## src/rtl/alu_flag_stage.sv

```systemverilog
// rtl/alu_flag_stage.sv - registered ADD/NAND/MOV execute stage with carry/zero flags and forwarding
module alu_flag_stage #(
    parameter int          WIDTH      = 16,
    parameter logic [1:0]  FLAG_RESET = 2'b00
) (
    input  logic             clk,
    input  logic             reset,
    input  logic             flush,
    input  logic             in_valid,
    output logic             in_ready,
    input  logic [2:0]       opc,
    input  logic [WIDTH-1:0] src1,
    input  logic [WIDTH-1:0] src0,
    output logic             out_valid,
    input  logic             out_ready,
    output logic [WIDTH-1:0] out,
    output logic             wb_en,
    output logic             c_flag,
    output logic             z_flag
);

    localparam logic [2:0] OP_ADD  = 3'b000;
    localparam logic [2:0] OP_ADDF = 3'b001;
    localparam logic [2:0] OP_ADC  = 3'b010;
    localparam logic [2:0] OP_ADZ  = 3'b011;
    localparam logic [2:0] OP_NAND = 3'b100;
    localparam logic [2:0] OP_NDC  = 3'b101;
    localparam logic [2:0] OP_NDZ  = 3'b110;
    localparam logic [2:0] OP_MOV  = 3'b111;

    logic             pend_c;
    logic             pend_z;
    logic             eff_c;
    logic             eff_z;
    logic             accept;
    logic             emit;
    logic [WIDTH:0]   sum;
    logic [WIDTH-1:0] nand_res;
    logic [WIDTH-1:0] res;
    logic             res_we;
    logic             new_c;
    logic             new_z;

    assign in_ready = (!out_valid || out_ready) && !flush;
    assign accept   = in_valid && in_ready;
    assign emit     = out_valid && out_ready && !flush;

    // An op still in the output register has not committed yet, so its flags are forwarded.
    assign eff_c = out_valid ? pend_c : c_flag;
    assign eff_z = out_valid ? pend_z : z_flag;

    assign sum      = {1'b0, src1} + {1'b0, src0};
    assign nand_res = ~(src1 & src0);

    always_comb begin
        res    = '0;
        res_we = 1'b0;
        new_c  = eff_c;
        new_z  = eff_z;
        case (opc)
            OP_ADD: begin
                res    = sum[WIDTH-1:0];
                res_we = 1'b1;
            end
            OP_ADDF: begin
                res    = sum[WIDTH-1:0];
                res_we = 1'b1;
                new_c  = sum[WIDTH];
                new_z  = (sum[WIDTH-1:0] == '0);
            end
            OP_ADC: begin
                if (eff_c) begin
                    res    = sum[WIDTH-1:0];
                    res_we = 1'b1;
                    new_c  = sum[WIDTH];
                    new_z  = (sum[WIDTH-1:0] == '0);
                end
            end
            OP_ADZ: begin
                if (eff_z) begin
                    res    = sum[WIDTH-1:0];
                    res_we = 1'b1;
                    new_z  = (sum[WIDTH-1:0] == '0);
                end
            end
            OP_NAND: begin
                res    = nand_res;
                res_we = 1'b1;
                new_z  = (nand_res == '0);
            end
            OP_NDC: begin
                if (eff_c) begin
                    res    = nand_res;
                    res_we = 1'b1;
                    new_z  = (nand_res == '0);
                end
            end
            OP_NDZ: begin
                if (eff_z) begin
                    res    = nand_res;
                    res_we = 1'b1;
                    new_z  = (nand_res == '0);
                end
            end
            OP_MOV: begin
                res    = src0;
                res_we = 1'b1;
            end
            default: begin
                res    = '0;
                res_we = 1'b0;
            end
        endcase
    end

    always_ff @(posedge clk or posedge reset) begin
        if (reset) begin
            out_valid <= 1'b0;
            out       <= '0;
            wb_en     <= 1'b0;
            pend_c    <= 1'b0;
            pend_z    <= 1'b0;
            c_flag    <= FLAG_RESET[1];
            z_flag    <= FLAG_RESET[0];
        end else if (flush) begin
            out_valid <= 1'b0;
            pend_c    <= 1'b0;
            pend_z    <= 1'b0;
        end else begin
            if (emit) begin
                c_flag <= pend_c;
                z_flag <= pend_z;
            end
            if (accept) begin
                out_valid <= 1'b1;
                out       <= res;
                wb_en     <= res_we;
                pend_c    <= new_c;
                pend_z    <= new_z;
            end else if (emit) begin
                out_valid <= 1'b0;
            end
        end
    end

endmodule

```

## config.mk

```make
export PLATFORM = sky130hd
export DESIGN_NAME = alu_flag_stage
export DESIGN_NICKNAME = d
export VERILOG_FILES = /design/src/rtl/alu_flag_stage.sv
export SDC_FILE = /design/constraint.sdc
export NUM_CORES = 1
export LEC_CHECK = 0
export BUFFER_PORTS_ARGS = -buffer_cell sky130_fd_sc_hd__buf_4
export CORE_ASPECT_RATIO = 2
export CORE_UTILIZATION = 35
export CTS_CLUSTER_SIZE = 24
export DETAILED_ROUTE_END_ITERATION = 10
export PLACE_DENSITY_LB_ADDON = 0.2
export REMOVE_ABC_BUFFERS = 1
export SYNTH_ARGS = -nofsm -noshare
export SYNTH_HDL_FRONTEND = slang
export SYNTH_SLANG_ARGS = --single-unit
```

## constraint.sdc

```tcl
create_clock -name clk -period 1.95 [get_ports clk]
set_input_delay 0.2925 -clock clk [delete_from_list [all_inputs] [get_ports clk]]
set_output_delay 0.2925 -clock clk [all_outputs]
set_load 0.02 [all_outputs]
```

# Word-level counts from Yosys, hierarchy flattened
# Index checks and enable logic that the tools add are counted.
# Widths: inputs -> output; s select.
# totals
memories	0
out_inout_bits	21
latchBits	0
inputBits	40
mem_bits_rw	0
reg_bits	22
mem_bits_ro	0
# classes
n_bitwise	3
addsub	1
eq_ne	7
reduce_logical	18
shifts	0
mul	0
mux	24
div_mod_pow	0
order_cmp	0
# op_table
operator	count
$pmux 16 s7	1
$mux 16	4
$logic_not 16->1	2
$add 16x16->17	1
$and 16x16->16	1
$mux 1	16
$not 16->16	1
$eq 3x3->1 const B	4
$eq 3x2->1 const B	2
$pmux 1 s6	1
$reduce_or 2->1	3
$logic_and 1x1->1	4
$reduce_and 2->1	2
$reduce_or 4->1	1
$eq 3x1->1 const B	1
$logic_not 3->1	1
$pmux 1 s3	1
$reduce_bool 3->1	1
$logic_not 1->1	2
$pmux 1 s2	1
$reduce_bool 2->1	1
$logic_or 1x1->1	1
$not 1->1	1

# Longest topological paths before layout
# Gate-level depths: netlist of run 1.
# logic_depth
word_depth	7
depth_mapped	11
ltp_nobuf	11

# Worst setup path after synthesis of run 1
# Ideal clock, no wire load.
# synth_path
kind	input -> register
from	input src1[4]
to	register pend_z
n_path_buf	0
stages	9
t_arrival_ps	2159
path_slack_ps	-301
cell_sequence	ha_1 -> a21o_1 -> a21oi_1 -> a21boi_1 -> o21a_1 -> or3_2 -> a21boi_0 -> nand4_1 -> o31ai_2
# synth_via
elab_chain_cells	7
# synth_lines
item	line_no	rtl
start: declaration	12	input logic [WIDTH-1:0] src1,
branches (longest 4 deep; another with $add 16x16->17)	n/a	
$pmux 1 s6 *	60	case (opc)
$mux 1 *	134	if (accept) begin
$mux 1 *	125	end else if (flush) begin
end signal: assignment	139	pend_z <= new_z;
end: declaration	32	logic pend_z;
# Every way passes the cells marked *. The select of a mux whose other input is x is not followed.
# A chain may end at the register's enable or synchronous reset.

# Final worst setup path of run 1
# layout_path
from	input src1[0]
to	register pend_z
# The elaborated chain is that of the path after synthesis.

==> results of run 1 <==
state kept, by name, indices dropped and copies added, names as in the netlist:
name,count
out,16
z_flag,1
pend_z,1
pend_c,1
wb_en,1
c_flag,1
out_valid,1
per-stage QoR:
step	TNS, ns	cell area, sq um	hold WS, ns
after floorplan	-3.63	1990	0.282
after global placement	-5.62	2970	0.357
after detailed placement	-6.10	2970	0.361
after CTS	-0.572	3230	0.0868
after global routing	-1.52	3340	0.107
final	-0.797	3340	0.0749
kinds of logic (layout without fill, tap and decap cells):
logic type,count (synthesis),in the layout
adder cells (fa/ha/maj),17,17
flip-flops,22,22
AO/OA/AOI/OAI,100,100
buffers and inverters,21,138
AND/OR/NAND/NOR,73,73
multiplexers,5,5
XOR/XNOR,13,13
tightest hold or removal path, delay by kind of cell:
family	cells	cell delay, ns
buffers and inverters	3	0.44
synthesized netlist by cell type (all sizes together) (3+ instances only):
master,instances
nor2b,4
nor2,33
o221ai,5
a211oi,3
o21a,8
mux2,3
dfrtp,22
ha,16
xnor2,9
inv,7
o211ai,3
buf,5
o22ai,4
a221oi,5
a21oi,25
nand4,8
a31oi,5
o2111ai,3
xor2,4
nand2,13
a21o,4
clkbuf,9
o21ai,21
metal layers:
| layer | vias up | GRT usage | part of all wire |
|---|---|---|---|
| met5 | - | 0 | 0 |
| met4 | 0 | 0.111 | 0.031 |
| met3 | 18 | 0.0128 | 0.030 |
| met2 | 80 | 0.486 | 0.57 |
| met1 | 1183 | 0.249 | 0.37 |
| li1 | 1185 | - | - |
how the worst max path moves through the flow:
stage                          start            endpoint  cells after the start
2_1_floorplan  out_valid$_DFFE_PP0P_  pend_z$_DFFE_PP0P_                      8
3_3_place_gp                 src1[0]  pend_z$_DFFE_PP0P_                     10
3_5_place_dp                 src0[0]  pend_z$_DFFE_PP0P_                     12
4_1_cts                      src1[0]  pend_z$_DFFE_PP0P_                     12
5_1_grt                      src1[0]  pend_z$_DFFE_PP0P_                     13
6_report                     src1[0]  pend_z$_DFFE_PP0P_                     12
layout make-up:
cell class	instances	area, sq um
flip-flops and latches	22	551
well taps	61	76.3
inverters	7	26.3
repair buffers	128	988
clock buffers	3	75.1
fillers	538	2320
multi-input cells	208	1630
where the power goes:
part / leakage (uW) / switching [uW] / internal, uW
clock: 0.0000370 / 170 / 271
combinational: 0.00122 / 516 / 521
sequential: 0.000266 / 44.5 / 528
repair_timing:
action | CTS | global route
setup buffers | 5 | 5
hold buffers | 0 | 0
endpoints found under the setup margin | 16 | 14
gates resized for setup | 30 | 20
pin swaps | 17 | 11
==> impl_metrics.json, run 1 <==
{
  "violations": "setup timing",
  "ant_nets": 0,
  "skew_ns": 0.00608,
  "grt_pass1_wl_mm": 11.7,
  "p_leak_uw": 0.00152,
  "dp_slack_ns": -0.613,
  "drt_first_pass_iters": 4,
  "synth_top_family_by_area": "compound AO/OA/AOI/OAI gates",
  "yosysTopAreaCellShare": 0.268,
  "period_share": 1.11,
  "r2r_slack_ns": 0,
  "routed_wl_mm": 7.27,
  "syn-instance-count": 251,
  "syn_avg_cell_area_sq_um": 8.18,
  "drc": 0,
  "nets": 427,
  "cap_violations": 0,
  "rsz0062_at_grt": "true",
  "max-slew-margin-rel": 0.521,
  "core_area_sq_um": 5660,
  "die_h_microns": 110,
  "finalSetupViolCount": 7,
  "timing.fmax_mhz": 462,
  "critPathLaunchType": "input pin",
  "status": "finished with violations",
  "worstPathRequired_ns": 2.12,
  "synth-seq-cells": 22,
  "irDropWorstVdd_mv": 0.535,
  "dieArea_sq_um": 6200,
  "ios": 61,
  "end_kind": "register",
  "dp.cells": 417,
  "start_util": 0.363,
  "synth_seq_area_share": 0.268,
  "finalHoldViolations": 0,
  "cpPeakStageDelay_ns": 0.34,
  "synth_mux_area_frac": 0.0262,
  "antenna_found_initial": 0,
  "path_class": "input pin to register",
  "wl_per_cell_microns": 16.9,
  "cts_root_buffer": "clkbuf_16",
  "fin_crit_ns": 2.16,
  "synth_fa_ha_area_frac": 0.107,
  "yosys-top-cells-area": "dfrtp_1, ha_1, nor2_1",
  "power_density_nw_per_um2": 613,
  "rows": 39,
  "hpwl_mm": 5.53,
  "drive_above_1_share": 0.470,
  "reg2reg_from": "out_valid$_DFFE_PP0P_",
  "die_w_microns": 56.2,
  "clock_sinks": 22,
  "io_buffers": 60,
  "r2r_cells": 8,
  "final_common_cell": "buf_4",
  "syn_area_sq_um": 2050,
  "synthSimpleGateAreaFrac": 0.172,
  "finalMaxSlewViolations": 0,
  "cp.arrival_ns": 2.33,
  "grt_pass1_vias": 2476,
  "grt-ovfl-total": 0,
  "gp_congestion": 0.951,
  "synth_xor_area_frac": 0.0555,
  "yosysUniqueCellTypes": 57,
  "worstMarginPinSlew_ns": 0.719,
  "ys.flop_type": "dfrtp_1",
  "finalPower_uw": 2050,
  "setup_ws_ns": -0.213,
  "path_clk_slew_ns": 0.06,
  "drtIter0Drc": 84,
  "clock_tree.buffer_depth": 2,
  "timing.rr.end": "pend_z$_DFFE_PP0P_",
  "crit_buf_inv": 2,
  "hp-class": "input pin to asynchronous set/reset pin",
  "synthArstFlopShare": 1.00,
  "synth_compound_area_frac": 0.326,
  "yosysTopAreaCell": "dfrtp_1",
  "final_cell_mix": "buf_4, nor2_1, dfrtp_1",
  "areaGrowthSynthToFinish_pct": 62.9,
  "path_max_fanout": 4,
  "crit_family": "simple AND/OR/NAND/NOR gates",
  "vias": 2466,
  "worstPathCellList": "buf_6 > ha_4 > inv_2 > fa_2 > nor2b_2 > o2111ai_2 > a31oi_1 > nor2_1 > xnor2_1 > nor4_2 > nand4_1 > o31ai_2",
  "fin_util": 0.591,
  "clk-insertion-delay-late_ns": 0.26,
  "grt_usage": 0.242,
  "n_antenna_cell": 0,
  "grt_max_degree": 23,
  "crit_slowest_cell": "fa_2",
  "cts_tree": "yes",
  "yosysWarnings": 0,
  "via_per_inst": 5.75,
  "synth_edf_count": 0,
  "cts_buffers": 3,
  "h-tree-depth": 1,
  "final_cell_count_no_fill": 429
}
(Power assumes the default switching activity.)
==> inputs of run 2 (changes only) <==
--- a/config.mk
+++ b/config.mk
@@ -12,6 +12,7 @@
 export DETAILED_ROUTE_END_ITERATION = 10
 export PLACE_DENSITY_LB_ADDON = 0.2
 export REMOVE_ABC_BUFFERS = 1
+export SKIP_LAST_GASP = 1
 export SYNTH_ARGS = -nofsm -noshare
 export SYNTH_HDL_FRONTEND = slang
 export SYNTH_SLANG_ARGS = --single-unit
==> run 2 against run 1 <==
Against the previous run:
- the run still ends with setup timing left
- clock-buffer cell count is the same
- combinational power is essentially flat
- power grew 1.1%
- global-route usage grew 0.17 points
- highest routed layer unchanged
- critical endpoint unchanged
- sequential power is essentially flat
- routed wire length grew 2.8%
- flip-flop and latch count is the same
- clock skew shrank 0.0015 ns
- cell area grew 1.4%
- cell count grew 0.70%
- largest cell class unchanged
- critical path depth grew 1
- non-clock buffer count grew 3
==> impl_metrics.json, run 2 (same netlist as run 1, synthesis figures left out) <==
{
  "status": "finished with violations",
  "violations": "setup timing",
  "drtIter0Drc": 89,
  "cp.arrival_ns": 2.41,
  "dieArea_sq_um": 6200,
  "crit_buf_inv": 3,
  "timing.rr.end": "pend_z$_DFFE_PP0P_",
  "cts_hold_buf": 0,
  "io_buffers": 60,
  "routed_wl_mm": 7.48,
  "gp_congestion": 0.951,
  "irDropWorstVdd_mv": 0.501,
  "crit_slowest_cell": "o2111ai_2",
  "clock_tree.buffer_depth": 2,
  "hp-class": "input pin to asynchronous set/reset pin",
  "antenna_found_initial": 0,
  "final_common_cell": "buf_4",
  "die_w_microns": 56.2,
  "fin_crit_ns": 2.24,
  "reg2reg_from": "out_valid$_DFFE_PP0P_",
  "critPathLaunchType": "input pin",
  "worstPathCellList": "buf_8 > ha_4 > inv_1 > fa_2 > nor2b_2 > o2111ai_2 > buf_4 > nand3_2 > a41o_1 > a21oi_2 > xnor2_1 > or2_0 > o31ai_2",
  "path_class": "input pin to register",
  "start_util": 0.363,
  "finalHoldViolations": 0,
  "nets": 430,
  "worstMarginPinSlew_ns": 0.758,
  "h-tree-depth": 1,
  "max-slew-margin-rel": 0.495,
  "vias": 2499,
  "end_kind": "register",
  "drive_above_1_share": 0.472,
  "final_cell_mix": "buf_4, nor2_1, dfrtp_1",
  "via_per_inst": 5.78,
  "cts_root_buffer": "clkbuf_16",
  "cts_tree": "yes",
  "finalMaxSlewViolations": 0,
  "ant_nets": 0,
  "largest_reg_flops": 16,
  "worstPathRequired_ns": 2.12,
  "cap_violations": 0,
  "grt_max_degree": 23,
  "grt_pass1_wl_mm": 11.7,
  "grt-ovfl-total": 0,
  "drc": 0,
  "skew_ns": 0.00453,
  "rsz0062_at_grt": "true",
  "core_area_sq_um": 5660,
  "r2r_slack_ns": -0.07,
  "setup_tns_ns": -1.09,
  "r2r_cells": 8,
  "finalSetupViolCount": 7,
  "n_antenna_cell": 0,
  "p_leak_uw": 0.00154,
  "clock_sinks": 22,
  "grt_usage": 0.243,
  "areaGrowthSynthToFinish_pct": 65.1,
  "cts_buffers": 3,
  "ios": 61,
  "final_cell_count_no_fill": 432,
  "setup_ws_ns": -0.288,
  "timing.fmax_mhz": 447,
  "rows": 39,
  "top_register": "out",
  "grt_pass1_vias": 2477,
  "die_h_microns": 110,
  "period_share": 1.15,
  "path_max_fanout": 4,
  "crit_family": "compound AO/OA/AOI/OAI gates",
  "drt_first_pass_iters": 4,
  "dp.cells": 417,
  "hpwl_mm": 5.53,
  "path_clk_slew_ns": 0.06,
  "clk-insertion-delay-late_ns": 0.26,
  "n_fill_cell": 531,
  "wl_per_cell_microns": 17.3,
  "finalPower_uw": 2070,
  "power_density_nw_per_um2": 612,
  "cpPeakStageDelay_ns": 0.26
}
[run 2: worst max-delay path by stage]
stage | slack (ns) | endpoint | startpoint | depth (start not counted)
after global routing | -0.36 | pend_z$_DFFE_PP0P_ | src0[0] | 13
final | -0.29 | pend_z$_DFFE_PP0P_ | src0[0] | 13
after global placement | -0.58 | pend_z$_DFFE_PP0P_ | src1[0] | 10
after detailed placement | -0.61 | pend_z$_DFFE_PP0P_ | src0[0] | 12
after CTS | -0.27 | pend_z$_DFFE_PP0P_ | src1[0] | 12
after floorplan | -1.0 | pend_z$_DFFE_PP0P_ | out_valid$_DFFE_PP0P_ | 8
[run 2: power breakdown]
part           internal [uW]  leakage [uW]  total [uW]  switching (uW)
logic                    536       0.00124        1060             528
clock network            271     0.0000370         439             168
registers                528      0.000266         571            43.5
total                   1330       0.00154        2070             739
[run 2: final cells by class]
type	count	area (sq um)	share of cell area
multi-input cells	208	1640	0.484
repair buffers	131	1020	0.301
flip-flops and latches	22	551	0.162
well taps	61	76.3	0.0225
clock buffers	3	75.1	0.0221
inverters	7	26.3	0.00775
[run 2: metal layers]
| layer | global-route usage | vias to the layer above | share of wire |
|---|---|---|---|
| li1 | - | 1197 | - |
| met1 | 0.249 | 1202 | 0.37 |
| met2 | 0.481 | 75 | 0.56 |
| met3 | 0.0198 | 25 | 0.026 |
| met4 | 0.124 | 0 | 0.041 |
| met5 | 0 | - | 0 |
[run 2: timing repair]
action | 4_1_cts | 5_1_grt
pin swaps | 15 | 11
gates resized for setup | 22 | 30
setup buffers | 5 | 7
endpoints found under the setup margin | 16 | 15
[run 2: metrics by stage]
stage | hold WS (ns) | util | cell area, sq um | setup slack (ns)
after floorplan | 0.282 | - | 1990 | -0.996
after global placement | 0.357 | 0.525 | 2970 | -0.580
after detailed placement | 0.361 | 0.525 | 2970 | -0.613
after CTS | 0.0868 | 0.565 | 3200 | -0.269
after global routing | 0.107 | 0.599 | 3390 | -0.364
final | 0.0767 | 0.599 | 3390 | -0.288
[run 2: worst reg2reg max path, delay by kind of cell (launching register included)]
family / cells / cell delay, ns
AO/OA/AOI/OAI: 2 / 0.34
flip-flops: 1 / 0.39
AND/OR/NAND/NOR: 6 / 1.21
